--- src/rtl/seg7_scan.sv ---
// Eight-digit multiplexed 7-segment scanner with frame-synchronous double-buffered
// display data and optional leading-zero blanking. All outputs are registered.
module seg7_scan #(
  parameter int unsigned SCAN_DIV = 100000
) (
  input  logic        clk,
  input  logic        rst,
  input  logic [31:0] seg_data,
  input  logic        seg_we,
  input  logic [7:0]  dp_mask,
  input  logic        blank_lz,
  output logic [7:0]  an,
  output logic [6:0]  seg_out,
  output logic        dp,
  output logic        frame_done
);

  localparam int unsigned PW = (SCAN_DIV > 1) ? $clog2(SCAN_DIV) : 1;
  localparam logic [PW-1:0] PRESC_MAX = PW'(SCAN_DIV - 1);

  logic [PW-1:0] presc_q, presc_d;
  logic [2:0]    idx_q, idx_d;
  logic [31:0]   pend_q, pend_d;
  logic [31:0]   disp_q, disp_d;
  logic          pv_q, pv_d;
  logic [7:0]    an_q, an_d;
  logic [6:0]    seg_q, seg_d;
  logic          dp_q, dp_d;
  logic          fd_q, fd_d;

  logic          tc, boundary, blank;
  logic [3:0]    nib;
  logic [7:0]    zero_hi;

  function automatic logic [6:0] hex7(input logic [3:0] n);
    case (n)
      4'h0: hex7 = 7'h40;  4'h1: hex7 = 7'h79;  4'h2: hex7 = 7'h24;  4'h3: hex7 = 7'h30;
      4'h4: hex7 = 7'h19;  4'h5: hex7 = 7'h12;  4'h6: hex7 = 7'h02;  4'h7: hex7 = 7'h78;
      4'h8: hex7 = 7'h00;  4'h9: hex7 = 7'h10;  4'hA: hex7 = 7'h08;  4'hB: hex7 = 7'h03;
      4'hC: hex7 = 7'h46;  4'hD: hex7 = 7'h21;  4'hE: hex7 = 7'h06;  default: hex7 = 7'h0E;
    endcase
  endfunction

  // zero_hi[k]: nibble k and every nibble above it are zero
  always_comb begin
    zero_hi    = '0;
    zero_hi[7] = (disp_q[31:28] == 4'h0);
    for (int k = 6; k >= 0; k--)
      zero_hi[k] = zero_hi[k+1] && (disp_q[4*k +: 4] == 4'h0);
  end

  always_comb begin
    tc       = (presc_q == PRESC_MAX);
    boundary = tc && (idx_q == 3'd7);
    presc_d  = tc ? '0 : presc_q + PW'(1);
    idx_d    = tc ? idx_q + 3'd1 : idx_q;

    pend_d = seg_we ? seg_data : pend_q;
    disp_d = disp_q;
    pv_d   = seg_we ? 1'b1 : pv_q;
    // A write landing on the boundary goes straight to the display, nothing left pending
    if (boundary) begin
      pv_d = 1'b0;
      if (seg_we)    disp_d = seg_data;
      else if (pv_q) disp_d = pend_q;
    end

    nib   = disp_q[{idx_q, 2'b00} +: 4];
    blank = blank_lz && (idx_q != 3'd0) && zero_hi[idx_q];
    an_d  = ~(8'd1 << idx_q);
    seg_d = blank ? 7'h7F : hex7(nib);
    dp_d  = ~dp_mask[idx_q];
    fd_d  = boundary;
  end

  always_ff @(posedge clk) begin
    if (rst) begin
      presc_q <= '0;
      idx_q   <= '0;
      pend_q  <= '0;
      disp_q  <= '0;
      pv_q    <= 1'b0;
      an_q    <= 8'hFF;
      seg_q   <= 7'h7F;
      dp_q    <= 1'b1;
      fd_q    <= 1'b0;
    end else begin
      presc_q <= presc_d;
      idx_q   <= idx_d;
      pend_q  <= pend_d;
      disp_q  <= disp_d;
      pv_q    <= pv_d;
      an_q    <= an_d;
      seg_q   <= seg_d;
      dp_q    <= dp_d;
      fd_q    <= fd_d;
    end
  end

  assign an         = an_q;
  assign seg_out    = seg_q;
  assign dp         = dp_q;
  assign frame_done = fd_q;

endmodule

--- config.mk ---
export PLATFORM = sky130hd
export DESIGN_NAME = seg7_scan
export DESIGN_NICKNAME = d
export VERILOG_FILES = /design/src/rtl/seg7_scan.sv
export SDC_FILE = /design/constraint.sdc
export NUM_CORES = 1
export LEC_CHECK = 0
export CORE_MARGIN = 5
export CORE_UTILIZATION = 24
export DETAILED_ROUTE_END_ITERATION = 8
export PLACE_DENSITY = 0.47
export SLEW_MARGIN = 20
export SYNTH_ARGS = -nofsm -noshare
export SYNTH_HDL_FRONTEND = slang
export SYNTH_SLANG_ARGS = --single-unit
--- constraint.sdc ---
create_clock -name clk -period 3 [get_ports clk]
set_input_delay 0.6 -clock clk [delete_from_list [all_inputs] [get_ports clk]]
set_output_delay 0.6 -clock clk [all_outputs]
set_load 0.01 [all_outputs]
==> results by group, run 1 <==
Synth
  • Mapped Avg Cell Area: 10.2 sq um
  • Dominant synthesized flop cell: dfxtp_1
  • Synthesized instance count: 428
  • Number of flip-flops and latches in the synthesized netlist: 102
  • Number of synthesis warnings: 0
  • Count of different cell masters after synthesis: 42
  • Xor and xnor area share after synthesis: 3.21%
  • Mux contribution to synthesized area: 13.9%
  • Share of async-settable or async-resettable flops after synthesis: 0%
  • Adder-cell share of the synthesized area: 3.73%
  • Synthesized-area fraction occupied by ao, oa, aoi and oai cells: 12.0%
  • Fraction of the yosys area taken by sequential cells: 46.8%
  • Number of nets in the synthesized netlist: 485
  • Number of synthesized flops with an enable pin: 0
  • Post-synth design cell area: 0.00436 sq mm
  • Simple logic cell fraction of the synthesized area: 16.2%
  • Dominant combinational cell family by area after synthesis: simple AND/OR/NAND/NOR gates

Detailed routing
  • Length of the first detailed-routing pass in iterations: 4
  • Remaining antenna violation count after routing: 0
  • DRC errors left: 0
  • Routed WL per cell: 14.3 microns
  • Wire length after detailed routing: 10200 microns
  • Routed vias/inst: 4.35
  • Total number of vias: 3108
  • Number of DRC violations after detailed-routing iteration 0: 197

Worst hold path
  • Tightest Hold Check Type: reg -> reg
  • Source of the worst hold timing path: presc_q[0]

Die
  • Chip width: 145 microns
  • Vertical die dimension: 145 microns
  • Effective utilization at floorplan: 24.4%
  • Floorplan row count: 49
  • Area of the core: 0.0179 sq mm
  • Total I/O pin count: 61
  • Die ar.: 0.0210 sq mm

Worst setup path
  • Critical path launch point: idx_q[0]
  • Critical path class: reg -> reg
  • Worst Setup Start Kind: register
  • Critical path's slowest cell: dfxtp_1
  • Kind of capture point of the worst setup path: register
  • Critical path data arrival time: 2790 ps
  • Critical register-to-register path startpoint: idx_q[0]
  • Cell-by-cell trace of the critical path: buf_4, mux4_2, nand2_1, nand2_1, inv_1, ha_1, inv_1, nor2_1, a21oi_1, o221ai_1
  • Worst path max stage delay: 610 ps
  • Data required time of the critical path: 3270 ps
  • Largest fanout on the critical path: 9

Power and ir drop
  • Leakage dissipation: 0.00200 uW
  • Net switching power: 651 uW
  • Cell internal power dissipation: 2080 uW
  • Combinational cell fraction of total power: 6.8%
  • Clk network pwr share: 42.1%
  • Share of total power in sequential cells: 51.2%
  • Share of total power consumed by net switching: 23.8%
  • Max VDD drop: 0.291 mV
  • Power Dens Cells: 499 mW/mm^2

Clocking
  • Clock tree buffer depth: 2
  • Clock tree from TritonCTS: yes
  • CTS sink cnt: 102
  • Quantity of gates resized following cts: 0
  • Buffer count from post-CTS setup fixing: 0
  • Clock Pin Slew Worst Setup and Hold Paths: 70 ps
  • Number of buffers added to fix hold violations after cts: 0
  • TritonCTS buffer count: 9
  • Master cell of the clock root buffer: clkbuf_16
  • # H-tree levels: 3
  • Clock latency at the later pin of the worst-skew pair: 350 ps

STA
  • Headroom to the max-slew limit: 60.2%
  • Post-Route Setup TNS: 0 ps
  • Max Clock Skew: 4.76 ps
  • Hold violation count in the final report: 0
  • Max Clock Freq: 0.397 GHz
  • Slew at the pin closest to its max-slew limit: 597 ps
  • Unrepaired setup endpoints after global routing: false
  • Shortest clock period the worst path allows after layout: 2520 ps
  • Number of setup violations in the final report: 0
  • Final period utilization: 84.0%
  • Max-slew violation count: 0

GRT
  • Pin count of the biggest net entering global routing: 65
  • Global-route wire length before repair: 16500 microns
  • Antenna violations before repair: 0
  • Global-route congestion overflow total: 0
  • Global-route total usage across every layer: 10.2%
  • Vias in the first global route: 3150

Finish
  • Nets: 537
  • Share of post-route cells with drive strength above 1: 14.8%
  • Commonest non-fill, non-tap cell in the layout: dfxtp_1
  • Synth-to-layout area growth: 25.4%
  • Most frequent cells in the layout: dfxtp_1 (102), nor2_1 (97), clkdlybuf4s50_1 (58)
  • Final standard cell utilization of the core: 30.6%
  • Diodes inserted: 0
  • Filler cells: 1845

Run status
  • Result of the run: finished clean

Placed design
  • GPL Wtd Cong: 0.756
  • DPL Wire Length: 7550 microns
  • Count of input and output buffers: 60

Run
  • Number of maximum-capacitance constraint violations: 0
==> state kept, by name, summed over array words and instances, names as in the netlist <==
signal,cells
pv_q,1
idx_q,3
presc_q,17
frame_done,1
seg_out,7
dp,1
disp_q,32
an,8
pend_q,32
==> cell families (layout without fill, tap and decap cells) <==
logic type,after synthesis,after routing
flip-flops,102,102
buffers and inverters,36,93
multiplexers,48,48
AND/OR/NAND/NOR,160,160
adder cells (fa/ha/maj),13,13
AO/OA/AOI/OAI,53,53
XOR/XNOR,16,16
==> layer usage <==
| metal | track usage (%) | routed length [microns] | up-vias |
|---|---|---|---|
| li1 | - | - | 1588 |
| met1 | 14.2 | 5050 | 1446 |
| met2 | 15.2 | 4580 | 65 |
| met3 | 2.83 | 473 | 9 |
| met4 | 3.49 | 95 | 0 |
| met5 | 0 | 0 | - |
==> layout make-up <==
class / count / area (sq um) / area share, %
Clock buffer: 10 / 239 / 4.37
Tap cell: 229 / 287 / 5.24
Multi-Input combinational cell: 290 / 2150 / 39.3
Timing Repair Buffer: 69 / 671 / 12.3
Sequential cell: 102 / 2040 / 37.3
Inverter: 8 / 30.0 / 0.549
Clock inverter: 6 / 52.6 / 0.960
==> cells in the mapped netlist, drive strengths merged (2+ instances only) <==
cell / count / share of area (%)
dfxtp: 102 / 47
nor2: 98 / 8.5
mux2i: 37 / 8.5
a211oi: 35 / 9.2
nand2: 24 / 2.1
clkbuf: 16 / 1.4
ha: 13 / 3.7
buf: 12 / 2.0
mux4: 10 / 5.2
inv: 8 / 0.69
xnor2: 8 / 1.6
xor2: 8 / 1.6
nand3: 7 / 0.80
nor4: 7 / 1.0
nand2b: 6 / 0.86
o21ai: 4 / 0.46
a21oi: 3 / 0.34
and3: 3 / 0.43
nand4: 3 / 0.43
or2: 3 / 0.43
or4: 3 / 0.60
nor2b: 2 / 0.29
o211ai: 2 / 0.34
o221ai: 2 / 0.40
o22ai: 2 / 0.29
==> power by group through the flow <==
| stage | sequential [uW] | clock (uW) | combinational (uW) |
|---|---|---|---|
| after floorplan | 1430 | 0 | 91.4 |
| after global placement | 1430 | 0 | 186 |
| after global routing | 1400 | 1260 | 204 |
| after CTS | 1400 | 1190 | 189 |
| final | 1400 | 1150 | 185 |
| after detailed placement | 1430 | 0 | 188 |
==> worst paths after layout <==
check	end	slack, ps	cells past startpoint
worst max register to register	seg_out[5]	480	10
worst max-delay path	seg_out[5]	480	10
worst min register to register	presc_q[0]	450	1
worst min-delay path	presc_q[0]	450	1
==> through the flow <==
step                total power (uW)  cells  instance area (sq um)  hold slack [ps]  worst slack [ps]
floorplan                       1520    428                   4360              417               322
global placement                1620    698                   5180              429               581
detailed placement              1620    698                   5180              444               492
CTS                             2780    714                   5470              455               466
global route                    2860    714                   5470              474               204
finish                          2730    714                   5470              451               479
==> critical path, delay by kind of cell (launching register included) <==
family	cells	cell delay, ps
DFF	1	610
muxes	1	500
buffers and inverters	3	490
and+or+nand+nor	3	380
adders and majority gates	1	240
AOI/OAI and AO/OA	2	230
Note: power is estimated with default switching activity, not from simulation.
==> run 2, diff against run 1 <==
Settings changed: PLACE_DENSITY 0.47 to 0.49.
Clock period 3 ns to 2.1 ns, I/O delays scaled along.
==> results by group, run 2 (synthesized netlist as in run 1, its figures left out) <==
GRT
  • Global-route congestion overflow total: 0
  • Met3 global-route usage: 2.37%
  • Antenna violations before repair: 0
  • GR Layer Usage met2: 15.4%
  • Pin count of the biggest net entering global routing: 55
  • Met1 layer usage reported by global route: 14.2%
  • Vias in the first global route: 3368
  • Global-route layer with the greatest usage: met2
  • Global-route wire length before repair: 17000 microns
  • Global-route total usage across every layer: 10.4%

Placed design
  • Total instance count after detailed placement: 730
  • DPL Wire Length: 7730 microns
  • Count of input and output buffers: 60
  • GPL Wtd Cong: 0.785

Clocking
  • Clock Pin Slew Worst Setup and Hold Paths: 70 ps
  • CTS sink cnt: 102
  • Clock tree buffer depth: 2
  • Clock tree from TritonCTS: yes
  • TritonCTS buffer count: 9
  • Master cell of the clock root buffer: clkbuf_16
  • Clock latency at the later pin of the worst-skew pair: 350 ps
  • # H-tree levels: 3

Detailed routing
  • Routed vias/inst: 4.34
  • Total number of vias: 3269
  • Remaining antenna violation count after routing: 0
  • DRC errors left: 0
  • Number of DRC violations after detailed-routing iteration 0: 174
  • Wire length after detailed routing: 10700 microns
  • Routed WL per cell: 14.2 microns
  • Length of the first detailed-routing pass in iterations: 4

STA
  • Max Clock Freq: 0.457 GHz
  • Headroom to the max-slew limit: 55.0%
  • Worst setup slack after layout: -87.9 ps
  • Max Clock Skew: 8.44 ps
  • Post-Route Setup TNS: -1640 ps
  • Number of setup violations in the final report: 32
  • Max-slew violation count: 0
  • Final period utilization: 104%
  • Slew at the pin closest to its max-slew limit: 675 ps
  • Worst hold-check slack: 354 ps
  • Unrepaired setup endpoints after global routing: true
  • Shortest clock period the worst path allows after layout: 2190 ps
  • Hold violation count in the final report: 0

Finish
  • Most frequent cells in the layout: dfxtp_1 (100), nor2_1 (97), clkdlybuf4s50_1 (58)
  • Final std cells w/o fill: 754
  • Synth-to-layout area growth: 37.4%
  • Nets: 577
  • Final standard cell utilization of the core: 33.5%
  • Commonest non-fill, non-tap cell in the layout: dfxtp_1
  • Share of post-route cells with drive strength above 1: 23.4%
  • Diodes inserted: 0
  • Registers with the most flip-flops: disp_q: 32 flops, pend_q: 32 flops, presc_q: 17 flops

Worst setup path
  • Critical path data arrival time: 2460 ps
  • Worst Setup Start Kind: register
  • Critical path class: reg -> reg
  • Largest fanout on the critical path: 12
  • Data required time of the critical path: 2370 ps
  • Kind of capture point of the worst setup path: register

Power and ir drop
  • Leakage dissipation: 0.00226 uW
  • Combinational cell fraction of total power: 6.6%
  • Clk network pwr share: 46.2%
  • Cell internal power dissipation: 3360 uW
  • Power Dens Cells: 706 mW/mm^2
  • Net switching power: 875 uW
  • Share of total power consumed by net switching: 20.7%
  • Share of total power in sequential cells: 47.2%
  • Max VDD drop: 0.390 mV

Die
  • Die ar.: 0.0210 sq mm
  • Chip width: 145 microns
  • Floorplan row count: 49
  • Effective utilization at floorplan: 24.4%
  • Area of the core: 0.0179 sq mm
  • Total I/O pin count: 61
  • Vertical die dimension: 145 microns

Run status
  • Result of the run: finished with violations
  • Violated checks: setup timing

Worst hold path
  • Tightest Hold Check Type: in -> reg

Run
  • Number of maximum-capacitance constraint violations: 0
run 2: routing by layer:
metal,part of all wire (%),vias up
met5,0,-
li1,-,1671
met2,43,67
met4,1.9,0
met1,50,1519
met3,4.6,12
run 2: layout make-up:
class / count / area, sq um
well taps: 229 / 287
clock inverters: 5 / 105
fillers: 1795 / 11900
multi-input cells: 290 / 2200
inverters: 8 / 30.0
clock buffers: 11 / 253
repair buffers: 109 / 1080
flip-flops and latches: 102 / 2050
run 2: worst max-delay path, stage by stage, from the launching register on:
cell and delay [ps]:
dfxtp_1 310, or4b_1 500, or4_4 450, nor4b_4 230, buf_6 190, clkbuf_16 190, nor2_1 60, a211oi_2 180
run 2: path summary, 6_finish.rpt:
kind                            startpoint    endpoint  slack [ps]  depth (start not counted)
worst min-delay path                   rst        pv_q         350                          2
worst min register to register  pend_q[31]  pend_q[31]         510                          2
worst max-delay path            presc_q[6]   disp_q[2]         -90                          7
worst max register to register  presc_q[6]   disp_q[2]         -90                          7
run 2: through the flow:
step           instance area [sq um]  worst slack, ps  power (uW)
2_1_floorplan                   4410            -29.9        2180
3_3_place_gp                    5500             -124        2320
3_5_place_dp                    5500             -157        2320
4_1_cts                         5860             -175        4290
5_1_grt                         5990             -154        4400
6_report                        5990            -87.9        4230
run 2: power by group through the flow:
stage / combinational (uW) / sequential, uW / clock, uW
finish: 279 / 2000 / 1960
global placement: 277 / 2040 / 0
global route: 307 / 2000 / 2090
floorplan: 131 / 2040 / 0
detailed placement: 281 / 2040 / 0
CTS: 283 / 2000 / 2010
run 2: repair_timing:
action,in CTS,in global routing
gates cloned,0,4
pin swaps,1,5
endpoints found under the setup margin,36,37
setup buffers,0,4
hold buffers,0,0
gates resized for setup,1,12
==> run 3, diff against run 2 <==
Settings changed: CTS_CLUSTER_DIAMETER from default to 60.
==> results of run 3 <==
Same layout as run 2: the final DEF is identical, and so are final timing and power.
